**src/rtl/frame_sync_if.sv**
```systemverilog
// Serial bit-stream input and aligned-byte output bundle of the frame sync aligner.
interface frame_sync_if;
    logic       ena;
    logic       serial_in;
    logic [7:0] byte_out;
    logic       byte_valid;
    logic       frame_start;
    logic       locked;
    logic [7:0] sync_err_cnt;

    modport master (
        output ena, serial_in,
        input  byte_out, byte_valid, frame_start, locked, sync_err_cnt
    );

    modport slave (
        input  ena, serial_in,
        output byte_out, byte_valid, frame_start, locked, sync_err_cnt
    );
endinterface

```
**src/rtl/frame_sync_aligner.sv**
```systemverilog
// Finds byte/frame boundaries in an MSB-first bit stream, locks via HUNT/VERIFY/LOCKED
// and emits aligned payload bytes with a one-cycle valid pulse.
module frame_sync_aligner #(
    parameter logic [7:0] SYNC_WORD     = 8'hA5,
    parameter int         PAYLOAD_LEN   = 4,
    parameter int         VERIFY_FRAMES = 2,
    parameter int         LOSS_MISSES   = 3
) (
    input  logic         clk,
    input  logic         rst,
    frame_sync_if.slave  bus
);
    localparam int VW = $clog2(VERIFY_FRAMES + 1);
    localparam int MW = $clog2(LOSS_MISSES + 1);

    typedef enum logic [1:0] {HUNT, VERIFY, LOCKED} state_t;

    state_t          state, state_d;
    logic [6:0]      sh, sh_d;
    logic [2:0]      bit_cnt, bit_cnt_d;
    logic [7:0]      byte_cnt, byte_cnt_d;
    logic [VW-1:0]   vcnt, vcnt_d;
    logic [MW-1:0]   miss, miss_d;
    logic [7:0]      byte_out, byte_out_d;
    logic            byte_valid, byte_valid_d;
    logic            frame_start, frame_start_d;
    logic            locked, locked_d;
    logic [7:0]      err_cnt, err_cnt_d;

    logic [7:0]      nxt;
    logic            byte_done;
    logic            sync_slot;
    logic            match;

    function automatic logic [7:0] sat_inc8(input logic [7:0] v);
        return (v == 8'hFF) ? v : v + 8'd1;
    endfunction

    always_comb begin
        state_d       = state;
        sh_d          = sh;
        bit_cnt_d     = bit_cnt;
        byte_cnt_d    = byte_cnt;
        vcnt_d        = vcnt;
        miss_d        = miss;
        byte_out_d    = byte_out;
        byte_valid_d  = 1'b0;
        frame_start_d = 1'b0;
        locked_d      = locked;
        err_cnt_d     = err_cnt;

        nxt       = {sh, bus.serial_in};
        byte_done = bus.ena && (bit_cnt == 3'd7);
        sync_slot = byte_done && (byte_cnt == 8'(PAYLOAD_LEN));
        match     = (nxt == SYNC_WORD);

        if (bus.ena) begin
            sh_d      = nxt[6:0];
            bit_cnt_d = bit_cnt + 3'd1;
            if (byte_done)
                byte_cnt_d = sync_slot ? 8'd0 : byte_cnt + 8'd1;

            unique case (state)
                HUNT: begin
                    // Sliding one-bit search; a hit defines the byte grid from here on
                    if (match) begin
                        bit_cnt_d  = 3'd0;
                        byte_cnt_d = 8'd0;
                        vcnt_d     = '0;
                        state_d    = VERIFY;
                    end
                end
                VERIFY: begin
                    if (sync_slot) begin
                        if (match) begin
                            vcnt_d = vcnt + VW'(1);
                            if (vcnt_d == VW'(VERIFY_FRAMES)) begin
                                state_d  = LOCKED;
                                locked_d = 1'b1;
                                miss_d   = '0;
                            end
                        end else begin
                            state_d = HUNT;
                        end
                    end
                end
                LOCKED: begin
                    if (byte_done && !sync_slot) begin
                        byte_out_d    = nxt;
                        byte_valid_d  = 1'b1;
                        frame_start_d = (byte_cnt == 8'd0);
                    end
                    // A tolerated miss keeps the old alignment; only a run of misses drops lock
                    if (sync_slot) begin
                        if (match) begin
                            miss_d = '0;
                        end else begin
                            miss_d    = miss + MW'(1);
                            err_cnt_d = sat_inc8(err_cnt);
                            if (miss_d == MW'(LOSS_MISSES)) begin
                                state_d  = HUNT;
                                locked_d = 1'b0;
                            end
                        end
                    end
                end
                default: state_d = HUNT;
            endcase
        end
    end

    always_ff @(posedge clk) begin
        if (rst) begin
            state       <= HUNT;
            sh          <= '0;
            bit_cnt     <= '0;
            byte_cnt    <= '0;
            vcnt        <= '0;
            miss        <= '0;
            byte_out    <= '0;
            byte_valid  <= 1'b0;
            frame_start <= 1'b0;
            locked      <= 1'b0;
            err_cnt     <= '0;
        end else begin
            state       <= state_d;
            sh          <= sh_d;
            bit_cnt     <= bit_cnt_d;
            byte_cnt    <= byte_cnt_d;
            vcnt        <= vcnt_d;
            miss        <= miss_d;
            byte_out    <= byte_out_d;
            byte_valid  <= byte_valid_d;
            frame_start <= frame_start_d;
            locked      <= locked_d;
            err_cnt     <= err_cnt_d;
        end
    end

    assign bus.byte_out     = byte_out;
    assign bus.byte_valid   = byte_valid;
    assign bus.frame_start  = frame_start;
    assign bus.locked       = locked;
    assign bus.sync_err_cnt = err_cnt;
endmodule
```
**src/flat_wrapper.sv**
```systemverilog
// flat-port wrapper written by rule: the top's interface ports become plain ports
module frame_sync_aligner_flat 
#(
    parameter logic [7:0] SYNC_WORD     = 8'hA5,
    parameter int         PAYLOAD_LEN   = 4,
    parameter int         VERIFY_FRAMES = 2,
    parameter int         LOSS_MISSES   = 3
)
  (clk, rst, bus_ena, bus_serial_in, bus_byte_out, bus_byte_valid, bus_frame_start, bus_locked, bus_sync_err_cnt);
  frame_sync_if bus_i ();
  input  logic clk;
  input  logic rst;
  input wire logic [$bits(bus_i.ena)-1:0] bus_ena;
  input wire logic [$bits(bus_i.serial_in)-1:0] bus_serial_in;
  output wire logic [$bits(bus_i.byte_out)-1:0] bus_byte_out;
  output wire logic [$bits(bus_i.byte_valid)-1:0] bus_byte_valid;
  output wire logic [$bits(bus_i.frame_start)-1:0] bus_frame_start;
  output wire logic [$bits(bus_i.locked)-1:0] bus_locked;
  output wire logic [$bits(bus_i.sync_err_cnt)-1:0] bus_sync_err_cnt;
  assign bus_i.ena = bus_ena;
  assign bus_i.serial_in = bus_serial_in;
  assign bus_byte_out = bus_i.byte_out;
  assign bus_byte_valid = bus_i.byte_valid;
  assign bus_frame_start = bus_i.frame_start;
  assign bus_locked = bus_i.locked;
  assign bus_sync_err_cnt = bus_i.sync_err_cnt;
  frame_sync_aligner #(.SYNC_WORD(SYNC_WORD), .PAYLOAD_LEN(PAYLOAD_LEN), .VERIFY_FRAMES(VERIFY_FRAMES), .LOSS_MISSES(LOSS_MISSES)) u_core (.clk(clk), .rst(rst), .bus(bus_i));
endmodule
```
**config.mk**
```make
export PLATFORM = sky130hd
export DESIGN_NAME = frame_sync_aligner_flat
export DESIGN_NICKNAME = d
export VERILOG_FILES = /design/src/rtl/frame_sync_if.sv /design/src/rtl/frame_sync_aligner.sv /design/src/flat_wrapper.sv
export SDC_FILE = /design/constraint.sdc
export NUM_CORES = 1
export LEC_CHECK = 0
export CAP_MARGIN = 20
export CORE_MARGIN = 4
export CORE_UTILIZATION = 48
export DETAILED_ROUTE_END_ITERATION = 12
export DONT_BUFFER_PORTS = 1
export MAX_ROUTING_LAYER = met4
export PLACE_DENSITY = 0.68
export REMOVE_ABC_BUFFERS = 1
export SYNTH_ARGS = -nofsm -noshare
export SYNTH_HDL_FRONTEND = slang
export SYNTH_SLANG_ARGS = --single-unit
```
**constraint.sdc**
```tcl
create_clock -name clk -period 4.3 [get_ports clk]
set_clock_uncertainty 0.1 [all_clocks]
set_input_delay 1.29 -clock clk [delete_from_list [all_inputs] [get_ports clk]]
set_output_delay 1.29 -clock clk [all_outputs]
set_load 0.1 [all_outputs]
```
* After elaboration in Yosys (flattened, before gate mapping) *
Index checks and enable logic that the tools add are counted.

storage, ports and cells
  bits in registers = 43

operators by class
  $add $sub $neg = 5
  equality and inequality tests = 16
  muxes and demuxes = 32
  bitwise gates (word level) = 5
  reduce and logical (&&, ||, !) cells = 16

operators with widths
  operator                                                               count
  8-bit two-way mux                                                      4
  2-bit two-way mux                                                      15
  8-bit by 1-bit adder with 8-bit output, second input constant          2
  8-bit equality test, second input constant                             2
  2-bit by 1-bit != test with 1-bit output, second input constant        6
  5-bit AND reduction                                                    2
  8-bit by 3-bit equality test with 1-bit output, second input constant  1
  8-bit zero test                                                        1
  2-bit one-hot mux with 2 select lines                                  2
  8-bit AND reduction                                                    1
  1-bit two-way mux                                                      7
  7-bit AND reduction                                                    1
  2-bit equality test, second input constant                             3
  3-bit two-way mux                                                      2
  2-bit one-hot mux with 3 select lines                                  1
  6-bit AND reduction                                                    1
  1-bit inverter                                                         5
  2-bit by 1-bit adder with 2-bit output, second input constant          2
  2-bit nonzero test                                                     2
  4-bit OR reduction                                                     1
  3-bit by 1-bit adder with 3-bit output, second input constant          1
  3-bit equality test, second input constant                             1
  1-bit logical AND                                                      3
  3-bit != test, second input constant                                   1
  other kinds (7)                                                        7

* Logic depth before layout (Yosys ltp) *
  depth in word-level cells = 7
  gate-level depth with buffers = 7
  depth with buffers taken out = 6

* Worst setup path before layout *
OpenSTA, ideal clock, no wires.

  path kind = input port to flip-flop
  start point = input bus_serial_in
  end point = register u_core.err_cnt[4] (netlist: u_core.bus.sync_err_cnt[4])
  library setup time = 0.121 ns
  arrival = 2.651 ns
  data required time = 4.079 ns
  setup slack = 1.428 ns
  stages on the path = 6
  path buffers = 2
  path through = nor4bb_1 -> clkbuf_1 -> a211o_1 -> buf_6 -> nor4_1 -> mux2_2

on the way
  word-level cells in the longest chain between the ends = 3

RTL lines
  element                        RTL line                   RTL
  from (decl)                    flat_wrapper.sv:14         input wire logic [$bits(bus_i.serial_in)-1:0] bus_serial_in;
  8-bit equality test            frame_sync_aligner.sv:55   match = (nxt == SYNC_WORD);
  1-bit inverter (no line)       -
  5-bit AND reduction (no line)  -
  to (signal assigned)           frame_sync_aligner.sv:136  err_cnt <= err_cnt_d;
  to (decl)                      frame_sync_aligner.sv:28   logic [7:0] err_cnt, err_cnt_d;

No other way between the ends.
A chain may end at the register's enable or synchronous reset.

* Worst setup path in the final report *
  start point = register u_core.err_cnt[2] (netlist: u_core.bus.sync_err_cnt[2])
  end point = output bus_sync_err_cnt[2]

RTL lines
  element    RTL line            RTL
  to (decl)  flat_wrapper.sv:19  output wire logic [$bits(bus_i.sync_err_cnt)-1:0] bus_sync_err_cnt;

No word-level cell between the ends.

==> run_results.csv <==
group,metric,value,unit
outcome,status,"finished, final reports clean",
route,drcViolationCount,0,
clock_network,post-cts-setup-buffers,0,
clock_network,clk_pin_slew,0.08,ns
place,place_area,2210,sq um
min_path,min_from,"u_core.state[1]$_SDFFE_PP0P_",
floorplanning,chipWidth,75.4,um
power,intPower,581,uW
final_layout,drive_above_1_share,6.88,%
route,totalWireLength,4350,um
clock_network,clock_path_buffers,2,
route,vias,1724,
worst_setup_path,critical_path.endpoint_type,"output port",
clock_network,clock-sinks,43,
sta,fmax,364,MHz
yosys,yosys.area.top_type,"dfxtp_1",
grt,grt_pass1_wl,7150,um
final_layout,area_delta_synth_final,6.60,%
sta,setup_violations,0,
power,p_sw_share,20.4,%
yosys,synth_edf_count,0,
yosys,yosysTopAreaCellShare,39.5,%
worst_setup_path,r2r-start,"u_core.bus.sync_err_cnt[0]$_SDFFE_PP0P_",
run,cap_violations,0,
yosys,seq_area_frac_synth,39.5,%
yosys,synth.ff_latch_count,43,
yosys,synth_cell_types,45,
yosys,synth_cells,249,
floorplanning,dieArea,5680,sq um
grt,antenna_found_initial,0,
worst_setup_path,critPathArrivalTime,1.36,ns
route,wl_met3,223,um
sta,rsz0062_at_grt,"false",
floorplanning,initial_core_util,49.7,%
power,powerDensity,314,nW/um^2
place,portBuffers,0,
clock_network,ctsHoldBuffers,0,
floorplanning,core,4380,sq um
power,p_switching,149,uW
clock_network,root_buffer,"clkbuf_8",
sta,final.setup.tns,0,ns
floorplanning,rows,24,
route,ant_nets,0,
final_layout,nets,261,
grt,track_usage,16.6,%
yosys,async_reset_ff_share,0,%
clock_network,cts_buffers,5,
final_layout,stdcell_area,2320,sq um
power,p_leak,0.852,nW
clock_network,clk_latency,0.30,ns
route,dr.pass1.iters,4,
worst_setup_path,crit_fanout,7,
sta,fin_ws,1.55,ns
yosys,synth.most_common_cell,"dfxtp_1",
yosys,synth_common_cells,"dfxtp_1 (43), nor2_1 (36), mux2i_1 (19)",
power,comb_power_share,1.8,%
power,finalPower,730,uW
power,seq_power_share,55.3,%
place,pre_cts_slack,1.38,ns
route,wire_per_inst,14.5,um
clock_network,cts_resized,0,
worst_setup_path,rrSetupSlack,1.81,ns
sta,finalMaxSlewViolations,0,
yosys,synth_area,2180,sq um
yosys,synthTopCellsByArea,"dfxtp_1 (39%), mux2i_1 (8.7%), ha_1 (6.3%)",
route,via_per_inst,5.77,
worst_setup_path,critPathLaunch,"u_core.bus.sync_err_cnt[2]$_SDFFE_PP0P_",
sta,min_period,2.75,ns
power,ir_worst_vdd,0.195,mV
floorplanning,boundaryPins,23,
power,pwr-share-clk,42.9,%
sta,finalHoldViolations,0,
sta,slew_headroom,26.2,%
route,met2WireLength,1960,um
final_layout,antenna-diode-count,0,
clock_network,htree_levels,2,
worst_setup_path,crit_type,"reg2out",
grt,grt_max_degree,35,
final_layout,nFillCells,413,
grt,grt_pass1_vias,1597,
worst_setup_path,start_kind,"flip-flop",
place,dpl.hpwl,3050,um
route,highest_layer,"met4",
sta,fin_crit_sh,63.9,%
yosys,syn_area_per_cell,8.75,sq um
worst_setup_path,cp.required,2.91,ns
sta,worst_pin_slew,1.11,ns
clock_network,tritoncts,"yes",
floorplanning,fp.dieH,75.4,um
min_path,hold_path.class,"reg2reg",
place,routabilityCongestion,0.896,
grt,grt_overflow,0,
yosys,synthFlopType,"dfxtp_1",
route,drt_iter0_drc,131,
yosys,ys_warn_count,0,
route,met1Wirelength,2080,um
power by group through the flow:
stage | combinational (mW) | clock [mW] | sequential [mW]
after CTS | 0.0135 | 0.323 | 0.403
final | 0.0133 | 0.313 | 0.403
after global routing | 0.0154 | 0.339 | 0.404
after global placement | 0.0130 | 0 | 0.413
after floorplan | 0.0113 | 0 | 0.412
after detailed placement | 0.0134 | 0 | 0.413
placed cells by master (no fill, tap or decap), types with 6 or more instances in the layout:
| cell | count |
|---|---|
| nand3_1 | 15 |
| a21oi_1 | 8 |
| nor2_1 | 36 |
| dfxtp_1 | 43 |
| inv_1 | 11 |
| nand2_1 | 13 |
| mux2i_1 | 19 |
| ha_1 | 11 |
| nor2b_1 | 6 |
registers in the layout (all words and copies together) (netlist names):
register / flops
u_core.bit_cnt: 3
u_core.bus.byte_out: 8
u_core.bus.byte_valid: 1
u_core.bus.frame_start: 1
u_core.bus.locked: 1
u_core.bus.sync_err_cnt: 8
u_core.byte_cnt: 8
u_core.miss: 2
u_core.sh: 7
u_core.state: 2
u_core.vcnt: 2
final timing paths:
check,to,depth (start not counted)
worst max register to register,u_core.bus.sync_err_cnt[4]$_SDFFE_PP0P_,5
worst min-delay path,u_core.state[1]$_SDFFE_PP0P_,2
worst max-delay path,bus_sync_err_cnt[2],0
worst min register to register,u_core.state[1]$_SDFFE_PP0P_,2
metal layers:
| layer | track usage, % | vias up |
|---|---|---|
| met5 | - | - |
| met4 | 7.38 | 0 |
| met3 | 5.41 | 9 |
| met2 | 24.6 | 36 |
| met1 | 20.6 | 787 |
| li1 | - | 892 |
per-stage QoR:
stage | util, % | hold slack, ns | cells
final | 53.0 | 0.385 | 299
after global routing | 53.0 | 0.414 | 299
after CTS | 53.0 | 0.392 | 299
after detailed placement | 50.4 | 0.380 | 291
after global placement | 50.4 | 0.365 | 291
after floorplan | - | 0.351 | 236
cells by family after synthesis:
| kind of cell | after synthesis | synth area share [%] |
|---|---|---|
| AND/OR/NAND/NOR | 106 | 25.1 |
| flip-flops | 43 | 39.5 |
| AO/OA/AOI/OAI | 38 | 12.5 |
| buffers and inverters | 24 | 4.48 |
| multiplexers | 21 | 9.76 |
| adder cells (fa/ha/maj) | 11 | 6.31 |
| XOR/XNOR | 6 | 2.41 |
layout make-up:
cell class / count / area [sq um] / area share [%]
well taps: 52 / 65.1 / 2.80
repair buffers: 3 / 22.5 / 0.969
flip-flops and latches: 43 / 861 / 37.0
clock inverters: 3 / 43.8 / 1.88
inverters: 11 / 41.3 / 1.78
multi-input cells: 182 / 1220 / 52.6
clock buffers: 5 / 68.8 / 2.96
(Power assumes the default switching activity.)
